**src/rtl/systolic_pkg.sv**
```systemverilog
// ----------------------------------------------------------------------------
// systolic_pkg
// Shared constants, FSM state encoding and width helpers for the systolic
// array result collector and its result buffer.
// ----------------------------------------------------------------------------
package systolic_pkg;

    localparam int N_DIM       = 4;   // array dimension (rows = columns)
    localparam int PS_DW       = 16;  // partial-sum width per column
    localparam int LAT_DEFAULT = 4;   // start cycle to first valid result
    // One counter serves both the WAIT countdown (up to LAT-2 <= 253) and the
    // CAPTURE step index (up to 2N-2), so 8 bits cover both for N <= 128.
    localparam int CNT_W       = 8;

    typedef enum logic [1:0] {
        ST_IDLE    = 2'd0,
        ST_WAIT    = 2'd1,
        ST_CAPTURE = 2'd2,
        ST_DONE    = 2'd3
    } state_t;

    // Width of a flat read index row*N+col; never narrower than one bit.
    function automatic int addr_w(input int n);
        return (n * n > 1) ? $clog2(n * n) : 1;
    endfunction

    // Width of a row index.
    function automatic int row_w(input int n);
        return (n > 1) ? $clog2(n) : 1;
    endfunction

endpackage

```
**src/rtl/systolic_result_buf.sv**
```systemverilog
// ----------------------------------------------------------------------------
// systolic_result_buf
// N*N x DW result register file. Each column has its own write enable and
// row index so the skewed column outputs can land in the same clock edge at
// different rows. One registered read port.
//
// Ports:
//   Clock     in   clock, rising edge
//   rst_n     in   asynchronous active-low reset (zeroes everything)
//   clear     in   synchronous clear (zeroes storage and read outputs)
//   wr_en     in   [N]      per-column write enable
//   wr_row    in   [N][RW]  per-column destination row
//   wr_data   in   [N*DW]   column c at bits [c*DW +: DW]
//   rd_en     in   read request
//   rd_addr   in   [AW]     flat index row*N + col
//   rd_data   out  [DW]     registered read data
//   rd_valid  out  high the cycle after rd_en
// ----------------------------------------------------------------------------
module systolic_result_buf
    import systolic_pkg::*;
#(
    parameter  int N  = N_DIM,
    parameter  int DW = PS_DW,
    localparam int AW = addr_w(N),
    localparam int RW = row_w(N)
) (
    input  logic                  Clock,
    input  logic                  rst_n,
    input  logic                  clear,
    input  logic [N-1:0]          wr_en,
    input  logic [N-1:0][RW-1:0]  wr_row,
    input  logic [N*DW-1:0]       wr_data,
    input  logic                  rd_en,
    input  logic [AW-1:0]         rd_addr,
    output logic [DW-1:0]         rd_data,
    output logic                  rd_valid
);

    logic [DW-1:0] mem [N*N];
    logic [DW-1:0] rd_mux;

    // Read mux sees the pre-edge contents, so a read of a cell written on the
    // same edge returns the old value. Indices past N*N-1 fall through to 0.
    always_comb begin
        rd_mux = '0;
        for (int i = 0; i < N * N; i++) begin
            if (rd_addr == AW'(i)) begin
                rd_mux = mem[i];
            end
        end
    end

    // Read handshake: rd_en in cycle t is always accepted; rd_valid is high in
    // cycle t+1 with rd_data. rd_data holds its value while rd_en is low.
    always_ff @(posedge Clock or negedge rst_n) begin
        if (!rst_n) begin
            for (int i = 0; i < N * N; i++) begin
                mem[i] <= '0;
            end
            rd_data  <= '0;
            rd_valid <= 1'b0;
        end else if (clear) begin
            for (int i = 0; i < N * N; i++) begin
                mem[i] <= '0;
            end
            rd_data  <= '0;
            rd_valid <= 1'b0;
        end else begin
            for (int r = 0; r < N; r++) begin
                for (int c = 0; c < N; c++) begin
                    if (wr_en[c] && wr_row[c] == RW'(r)) begin
                        mem[r*N + c] <= wr_data[c*DW +: DW];
                    end
                end
            end
            rd_valid <= rd_en;
            if (rd_en) begin
                rd_data <= rd_mux;
            end
        end
    end

endmodule

```
**src/rtl/systolic_result_collector.sv**
```systemverilog
// ----------------------------------------------------------------------------
// systolic_result_collector
// Bottom-edge collector for an N x N systolic array. Column c of the array
// delivers row r at cycle LAT+r+c after start (one cycle of skew per column);
// this block removes the skew by writing each column into the result buffer
// on its own diagonal schedule, then exposes the matrix through a registered
// read port.
//
// Ports:
//   Clock         in   clock, rising edge
//   rst_n         in   asynchronous active-low reset
//   data_clear    in   synchronous abort-and-clear, highest priority
//   start         in   one-cycle pulse beginning a capture run
//   ps_bottom_in  in   [N*DW]  column c at bits [c*DW +: DW]
//   rd_en         in   host read request
//   rd_addr       in   [AW]    row*N + col
//   rd_data       out  [DW]    registered read data
//   rd_valid      out  high the cycle after rd_en
//   busy          out  run in progress (cycles 1..LAT+2N-2)
//   done          out  sticky, matrix complete
//   err           out  sticky, start seen while busy
//   dbg_state     out  current FSM state
// ----------------------------------------------------------------------------
module systolic_result_collector
    import systolic_pkg::*;
#(
    parameter  int N   = N_DIM,
    parameter  int DW  = PS_DW,
    parameter  int LAT = LAT_DEFAULT,
    localparam int AW  = addr_w(N),
    localparam int RW  = row_w(N)
) (
    input  logic              Clock,
    input  logic              rst_n,
    input  logic              data_clear,
    input  logic              start,
    input  logic [N*DW-1:0]   ps_bottom_in,
    input  logic              rd_en,
    input  logic [AW-1:0]     rd_addr,
    output logic [DW-1:0]     rd_data,
    output logic              rd_valid,
    output logic              busy,
    output logic              done,
    output logic              err,
    output state_t            dbg_state
);

    state_t                state;
    logic [CNT_W-1:0]      cnt;
    logic [N-1:0]          wr_en;
    logic [N-1:0][RW-1:0]  wr_row;

    assign dbg_state = state;

    // Cycle 0 is the cycle start is sampled. WAIT covers cycles 1..LAT-1 with
    // cnt = cycle-1; CAPTURE covers cycles LAT..LAT+2N-2 with cnt = k.
    always_ff @(posedge Clock or negedge rst_n) begin
        if (!rst_n) begin
            state <= ST_IDLE;
            cnt   <= '0;
            busy  <= 1'b0;
            done  <= 1'b0;
            err   <= 1'b0;
        end else if (data_clear) begin
            state <= ST_IDLE;
            cnt   <= '0;
            busy  <= 1'b0;
            done  <= 1'b0;
            err   <= 1'b0;
        end else begin
            case (state)
                ST_IDLE, ST_DONE: begin
                    if (start) begin
                        done  <= 1'b0;
                        busy  <= 1'b1;
                        cnt   <= '0;
                        state <= (LAT == 1) ? ST_CAPTURE : ST_WAIT;
                    end
                end
                ST_WAIT: begin
                    if (start) begin
                        err <= 1'b1;
                    end
                    if (cnt == CNT_W'(LAT - 2)) begin
                        cnt   <= '0;
                        state <= ST_CAPTURE;
                    end else begin
                        cnt <= cnt + 1'b1;
                    end
                end
                ST_CAPTURE: begin
                    if (start) begin
                        err <= 1'b1;
                    end
                    if (cnt == CNT_W'(2*N - 2)) begin
                        cnt   <= '0;
                        busy  <= 1'b0;
                        done  <= 1'b1;
                        state <= ST_DONE;
                    end else begin
                        cnt <= cnt + 1'b1;
                    end
                end
                default: begin
                    state <= ST_IDLE;
                end
            endcase
        end
    end

    // Diagonal write schedule: at step k, column c holds row k-c, valid only
    // while 0 <= k-c < N.
    always_comb begin
        wr_en  = '0;
        wr_row = '0;
        for (int c = 0; c < N; c++) begin
            if (state == ST_CAPTURE && int'(cnt) >= c && int'(cnt) < c + N) begin
                wr_en[c]  = 1'b1;
                wr_row[c] = RW'(int'(cnt) - c);
            end
        end
    end

    systolic_result_buf #(
        .N  (N),
        .DW (DW)
    ) u_buf (
        .Clock    (Clock),
        .rst_n    (rst_n),
        .clear    (data_clear),
        .wr_en    (wr_en),
        .wr_row   (wr_row),
        .wr_data  (ps_bottom_in),
        .rd_en    (rd_en),
        .rd_addr  (rd_addr),
        .rd_data  (rd_data),
        .rd_valid (rd_valid)
    );

endmodule

```
**config.mk**
```make
export PLATFORM = sky130hd
export DESIGN_NAME = systolic_result_collector
export DESIGN_NICKNAME = d
export VERILOG_FILES = /design/src/rtl/systolic_pkg.sv /design/src/rtl/systolic_result_buf.sv /design/src/rtl/systolic_result_collector.sv
export SDC_FILE = /design/constraint.sdc
export NUM_CORES = 1
export LEC_CHECK = 0
export ABC_AREA = 1
export CAP_MARGIN = 10
export CELL_PAD_IN_SITES_DETAIL_PLACEMENT = 1
export CELL_PAD_IN_SITES_GLOBAL_PLACEMENT = 1
export CORE_UTILIZATION = 31
export DETAILED_ROUTE_END_ITERATION = 10
export PLACE_DENSITY = 0.64
export RECOVER_POWER = 25
export SYNTH_ARGS = -nofsm -noshare
export SYNTH_HDL_FRONTEND = slang
export SYNTH_SLANG_ARGS = --single-unit
```
**constraint.sdc**
```tcl
create_clock -name Clock -period 2.25 [get_ports Clock]
set_input_delay 0.225 -clock Clock [delete_from_list [all_inputs] [get_ports Clock]]
set_output_delay 0.225 -clock Clock [all_outputs]
set_load 0.05 [all_outputs]
```
After elaboration in Yosys (flattened, before gate mapping)
Cells that the tools add are included.

Bits in registers: 286. Output and inout port bits: 22. Input bits: 73.

Add/sub/neg operators: 4. Multiplexer cells: 64. Order comparisons: 7. Equal/unequal tests: 35. Reductions and logical operators: 54.

Operator list (number): 2-to-1 mux 16 bit (34); 2-to-1 mux 256 bit (1); nonzero test 2 bit (19); equality test 4 bit, second input constant (8); less-than comparator 8 x 3 -> 1 bit, second input constant (4); 2-to-1 mux 8 bit (4); case mux 8 bit (3 select lines) (1); logical AND 1 bit (23); equality test 2 bit, second input constant (10); equality test 4 x 3 -> 1 bit, second input constant (4); >= comparator 8 x 2 -> 1 bit, second input constant (2); 2-to-1 mux 2 bit (8); 2-to-1 mux 1 bit (13); equality test 2 x 1 -> 1 bit, second input constant (5); zero test 2 bit (5); != test 3 bit, second input constant (3); adder 8 x 1 -> 8 bit, second input constant (1); equality test 4 x 2 -> 1 bit, second input constant (2); equality test 8 x 2 -> 1 bit, second input constant (1); equality test 8 x 3 -> 1 bit, second input constant (1); >= comparator 8 x 1 -> 1 bit, second input constant (1); case mux 2 bit (3 select lines) (1); AND reduction 3 bit (2); equality test 4 x 1 -> 1 bit, second input constant (1); 7 further kinds (10).

Logic depth before layout (Yosys ltp)
Depth in word-level cells: 19. Depth in mapped cells: 16.

By module
From an unflattened synthesis, not the netlist that was laid out.

Cell total of the unflattened synthesis: 1612. Area total of the unflattened synthesis: 13983.4 um^2.

By module, submodules not included: systolic_result_buf (instances 1, area an instance 12953.7 um^2, cells an instance 1464); systolic_result_collector (instances 1, area an instance 1029.7 um^2, cells an instance 148).

Least setup slack after synthesis
No wires, ideal clock.

Kind: register to register. Start point: reg cnt[0]. End point: reg u_buf.mem[105] (netlist name). Stages on the path, launching flop included: 11. Setup time: 0.130 ns. Slack: 0.204 ns. Arrival: 1.916 ns. Path through: dfrtp_1 buf_4 clkinv_1 ha_1 inv_1 nand4_1 nand2_1 inv_2 clkbuf_1 nand2_1 o21ai_0.

Longest elaborated chain between the ends: 7.

Ends and longest elaborated chain: start, declared (RTL line systolic_result_collector.sv:49) `logic [CNT_W-1:0] cnt;`; start signal, assigned (RTL line systolic_result_collector.sv:88) `cnt <= cnt + 1'b1;`; start signal, assigned (RTL line systolic_result_collector.sv:101) `cnt <= cnt + 1'b1;`; >= comparator 8 x 1 -> 1 bit (RTL line systolic_result_collector.sv:117) `if (state == ST_CAPTURE && int'(cnt) >= c && int'(cnt) < c + N) begin`; logical AND 1 bit (2 in series) (RTL line systolic_result_collector.sv:117); 2-to-1 mux 2 bit (RTL line systolic_result_collector.sv:117); equality test 2 bit (RTL line systolic_result_buf.sv:71) `if (wr_en[c] && wr_row[c] == RW'(r)) begin`; logical AND 1 bit * (RTL line systolic_result_buf.sv:71); nonzero test 2 bit (no line) *; end signal, assigned by index (RTL line systolic_result_buf.sv:72) `mem[r*N + c] <= wr_data[c*DW +: DW];`; end, declared (RTL line systolic_result_buf.sv:39) `logic [DW-1:0] mem [N*N];`.

Mark *: on every way between the ends. The rest lies on a longest branch, timed or not. A chain may end at the register's enable or synchronous reset.

Final worst setup path
Start point: reg u_buf.rd_data[15]. End point: out rd_data[15].

RTL lines: start, declared (RTL line systolic_result_buf.sv:35) `output logic [DW-1:0] rd_data,`; start signal, assigned (RTL line systolic_result_buf.sv:78) `rd_data <= rd_mux;`; end, declared (RTL line systolic_result_collector.sv:40) `output logic [DW-1:0] rd_data,`.

No word-level cell between the ends.

==> results.sh <==
export IMPL_crit_family="buffers and inverters"
export IMPL_synth_edf_count=0
export IMPL_vias=11892
export IMPL_ant_nets=0
export IMPL_relSlewSlack_pct=-7.81
export IMPL_syn2layout_area_growth_pct=24.3
export IMPL_syn_area_um2=13200
export IMPL_antennaDiodeCount=0
export IMPL_skew_ns=0.0152
export IMPL_drc_errors=0
export IMPL_syn_avg_cell_area_um2=8.02
export IMPL_synth_net_count=1726
export IMPL_rows=75
export IMPL_fin_crit_sh_pct=94.5
export IMPL_hold_viol=0
export IMPL_synth_area_leaders="dfrtp_1 (54%), nand2_1 (17%), o21ai_0 (8.0%), inv_1 (3.1%), nand3_1 (2.3%)"
export IMPL_min_to="u_buf.mem[44]"
export IMPL_cts_buffers=34
export IMPL_crit_type="flop to output port"
export IMPL_tightestPinTransition_ns=1.62
export IMPL_max_freq_mhz=470
export IMPL_final_nets=1861
export IMPL_endpoint_kind="output port"
export IMPL_cts_tree="built"
export IMPL_synth_top_area_share_pct=54.1
export IMPL_overflow=0
export IMPL_ios=95
export IMPL_synth_most_common_cell="nand2_1"
export IMPL_min_delay_start="ps_bottom_in[28]"
export IMPL_clk_path_buf_depth=3
export IMPL_clock_latency_ns=0.53
export IMPL_cts_htree_levels=2
export IMPL_final_fill_count=5040
export IMPL_cp_cell_sequence="clkdlybuf4s50_1"
export IMPL_fp_dieH_um=209
export IMPL_dp_cells=2285
export IMPL_slowest_delay_ns=0.86
export IMPL_hold_depth=3
export IMPL_syn_inst=1648
export IMPL_max_cap_viol_count=1
export IMPL_yosys_warnings=0
export IMPL_grt_max_degree=60
export IMPL_p_per_area_nw_per_um2=855
export IMPL_numPortBuffers=94
export IMPL_tns_ns=0
export IMPL_hp_class="input port to flop"
export IMPL_routabilityCongestion=0.933
export IMPL_hpwl_mm=39.9
export IMPL_fp_dieW_um=209
export IMPL_final_cells=2345
export IMPL_critPathBufInv=1
export IMPL_drt_iter0_markers=808
export IMPL_r2r_cells=12
export IMPL_clk_pin_slew_ns=0.06
export IMPL_design_area_um2=16400
export IMPL_ys_seq_area_share_pct=54.1
export IMPL_drive_gt1_share_pct=11.1
export IMPL_grt_use_total_pct=25.0
export IMPL_synth_cell_types=34
export IMPL_period_needed_ns=2.13
export IMPL_r2r_end="u_buf.mem[136]"
export IMPL_p_leak_nw=7.56
export IMPL_cts_sinks=286
export IMPL_synth_largest_area_cell="dfrtp_1"
export IMPL_startpoint_type="flop"
export IMPL_grt_pass1_wl_mm=80.3
export IMPL_r2r_setup_slack_ns=0.15
export IMPL_postCtsSetupRepairBufs=0
export IMPL_synthFlopType="dfrtp_1"
export IMPL_start_util_pct=31.4
export IMPL_violations="max-capacitance violations, max-slew violations"
export IMPL_yosys_top_cells_count="nand2_1 (606), dfrtp_1 (286), o21ai_0 (210)"
export IMPL_wirelength_mm=52.8
export IMPL_ir_drop_v=0.000487
export IMPL_status="complete, but fails checks"
export IMPL_dpl_instance_area_um2=15300
export IMPL_antenna_found_initial=0
export IMPL_cts_root_buffer="clkbuf_16"
export IMPL_synth_seq_cells=286
export IMPL_path_max_fanout=2
export IMPL_setup_viol=0
export IMPL_maxSlewViolCount=59
export IMPL_fin_util_pct=39.1
export IMPL_via_per_inst=5.07
export IMPL_die_area_um2=43500
export IMPL_first_pass_iters=5
export IMPL_worst_ep_arrival_time_ns=1.90
export IMPL_reg2reg_from="cnt[4]"
export IMPL_critPathSlowestCell="clkdlybuf4s50_1"
export IMPL_worst_ep_required_time_ns=2.03
export IMPL_grt_pass1_vias=12640
export IMPL_synthArstFlopShare_pct=100
export IMPL_core_area_um2=42000
export IMPL_wire_per_inst_um=22.5
## cell families after synthesis
kind of cell,synth area share (%)
fa+ha+maj,0.473
flops,54.1
compound gates,12.7
xor+xnor,0.265
simple gates,26.2
buf+inv,6.29
## metrics by stage
stage                     setup slack [ns]  hold slack, ns  power [mW]
after floorplan                      0.204         -0.0706        7.21
after global placement              -0.362           0.229        8.26
after detailed placement            -0.394           0.239        8.33
after CTS                           0.0122           0.270        14.1
after global routing               -0.0112           0.371        14.6
final                                0.124           0.335        14.0
## flip-flops by register name, summed over array words and instances, names as in the netlist
name            flops
done                1
busy                1
err                 1
dbg_state           2
u_buf.rd_valid      1
u_buf.mem         256
cnt                 8
u_buf.rd_data      16
## cells in the final DEF (no fill, tap or decap), types with 9 or more instances in the layout
cell type	count
nand2_1	606
dfrtp_1	285
o21ai_0	209
inv_1	108
clkdlybuf4s50_1	92
buf_4	66
nand3_1	61
nor2_1	57
o21ai_1	49
a21oi_1	43
clkbuf_16	37
nand4_1	35
or2_0	18
or2_2	17
inv_2	14
buf_12	11
nor3_1	10
nor2_2	9
## power by group
part | internal [mW] | switching (mW) | leakage (nW)
logic | 0.731 | 1.51 | 3.25
registers | 5.63 | 0.370 | 3.74
clock network | 3.53 | 2.27 | 0.570
## metal layers
metal  up-vias  part of all wire, %  track usage (%)
met5         -                    0                0
met4         0                  4.8             11.5
met3       108                  4.8             3.65
met2       323                   45             39.3
met1      5899                   45             34.1
li1       5562                    -                -
## timing repair
action,CTS,global route
gates resized for setup,0,15
setup endpoints to repair,0,101
endpoints found under the hold margin,52,0
hold buffers,1,0
## final cells by class
| class | count | area [um2] | share of cell area [%] |
|---|---|---|---|
| clock buffers | 50 | 1030 | 6.30 |
| clock inverters | 9 | 126 | 0.769 |
| inverters | 127 | 487 | 2.96 |
| multi-input cells | 1157 | 5240 | 31.9 |
| flip-flops and latches | 286 | 7160 | 43.6 |
| well taps | 539 | 674 | 4.10 |
| repair buffers | 177 | 1710 | 10.4 |
## how the worst max path moves through the flow
stage,from,to,slack (ns),cells past startpoint
after floorplan,cnt[0],u_buf.mem[105],0.20,10
after global placement,rd_addr[2],u_buf.rd_data[9],-0.36,15
after detailed placement,rd_addr[2],u_buf.rd_data[5],-0.39,14
after CTS,cnt[0],u_buf.mem[42],0.01,7
after global routing,rd_addr[3],u_buf.rd_data[9],-0.01,14
final,u_buf.rd_data[15],rd_data[15],0.12,1
Power figures use the tool's default switching activity.
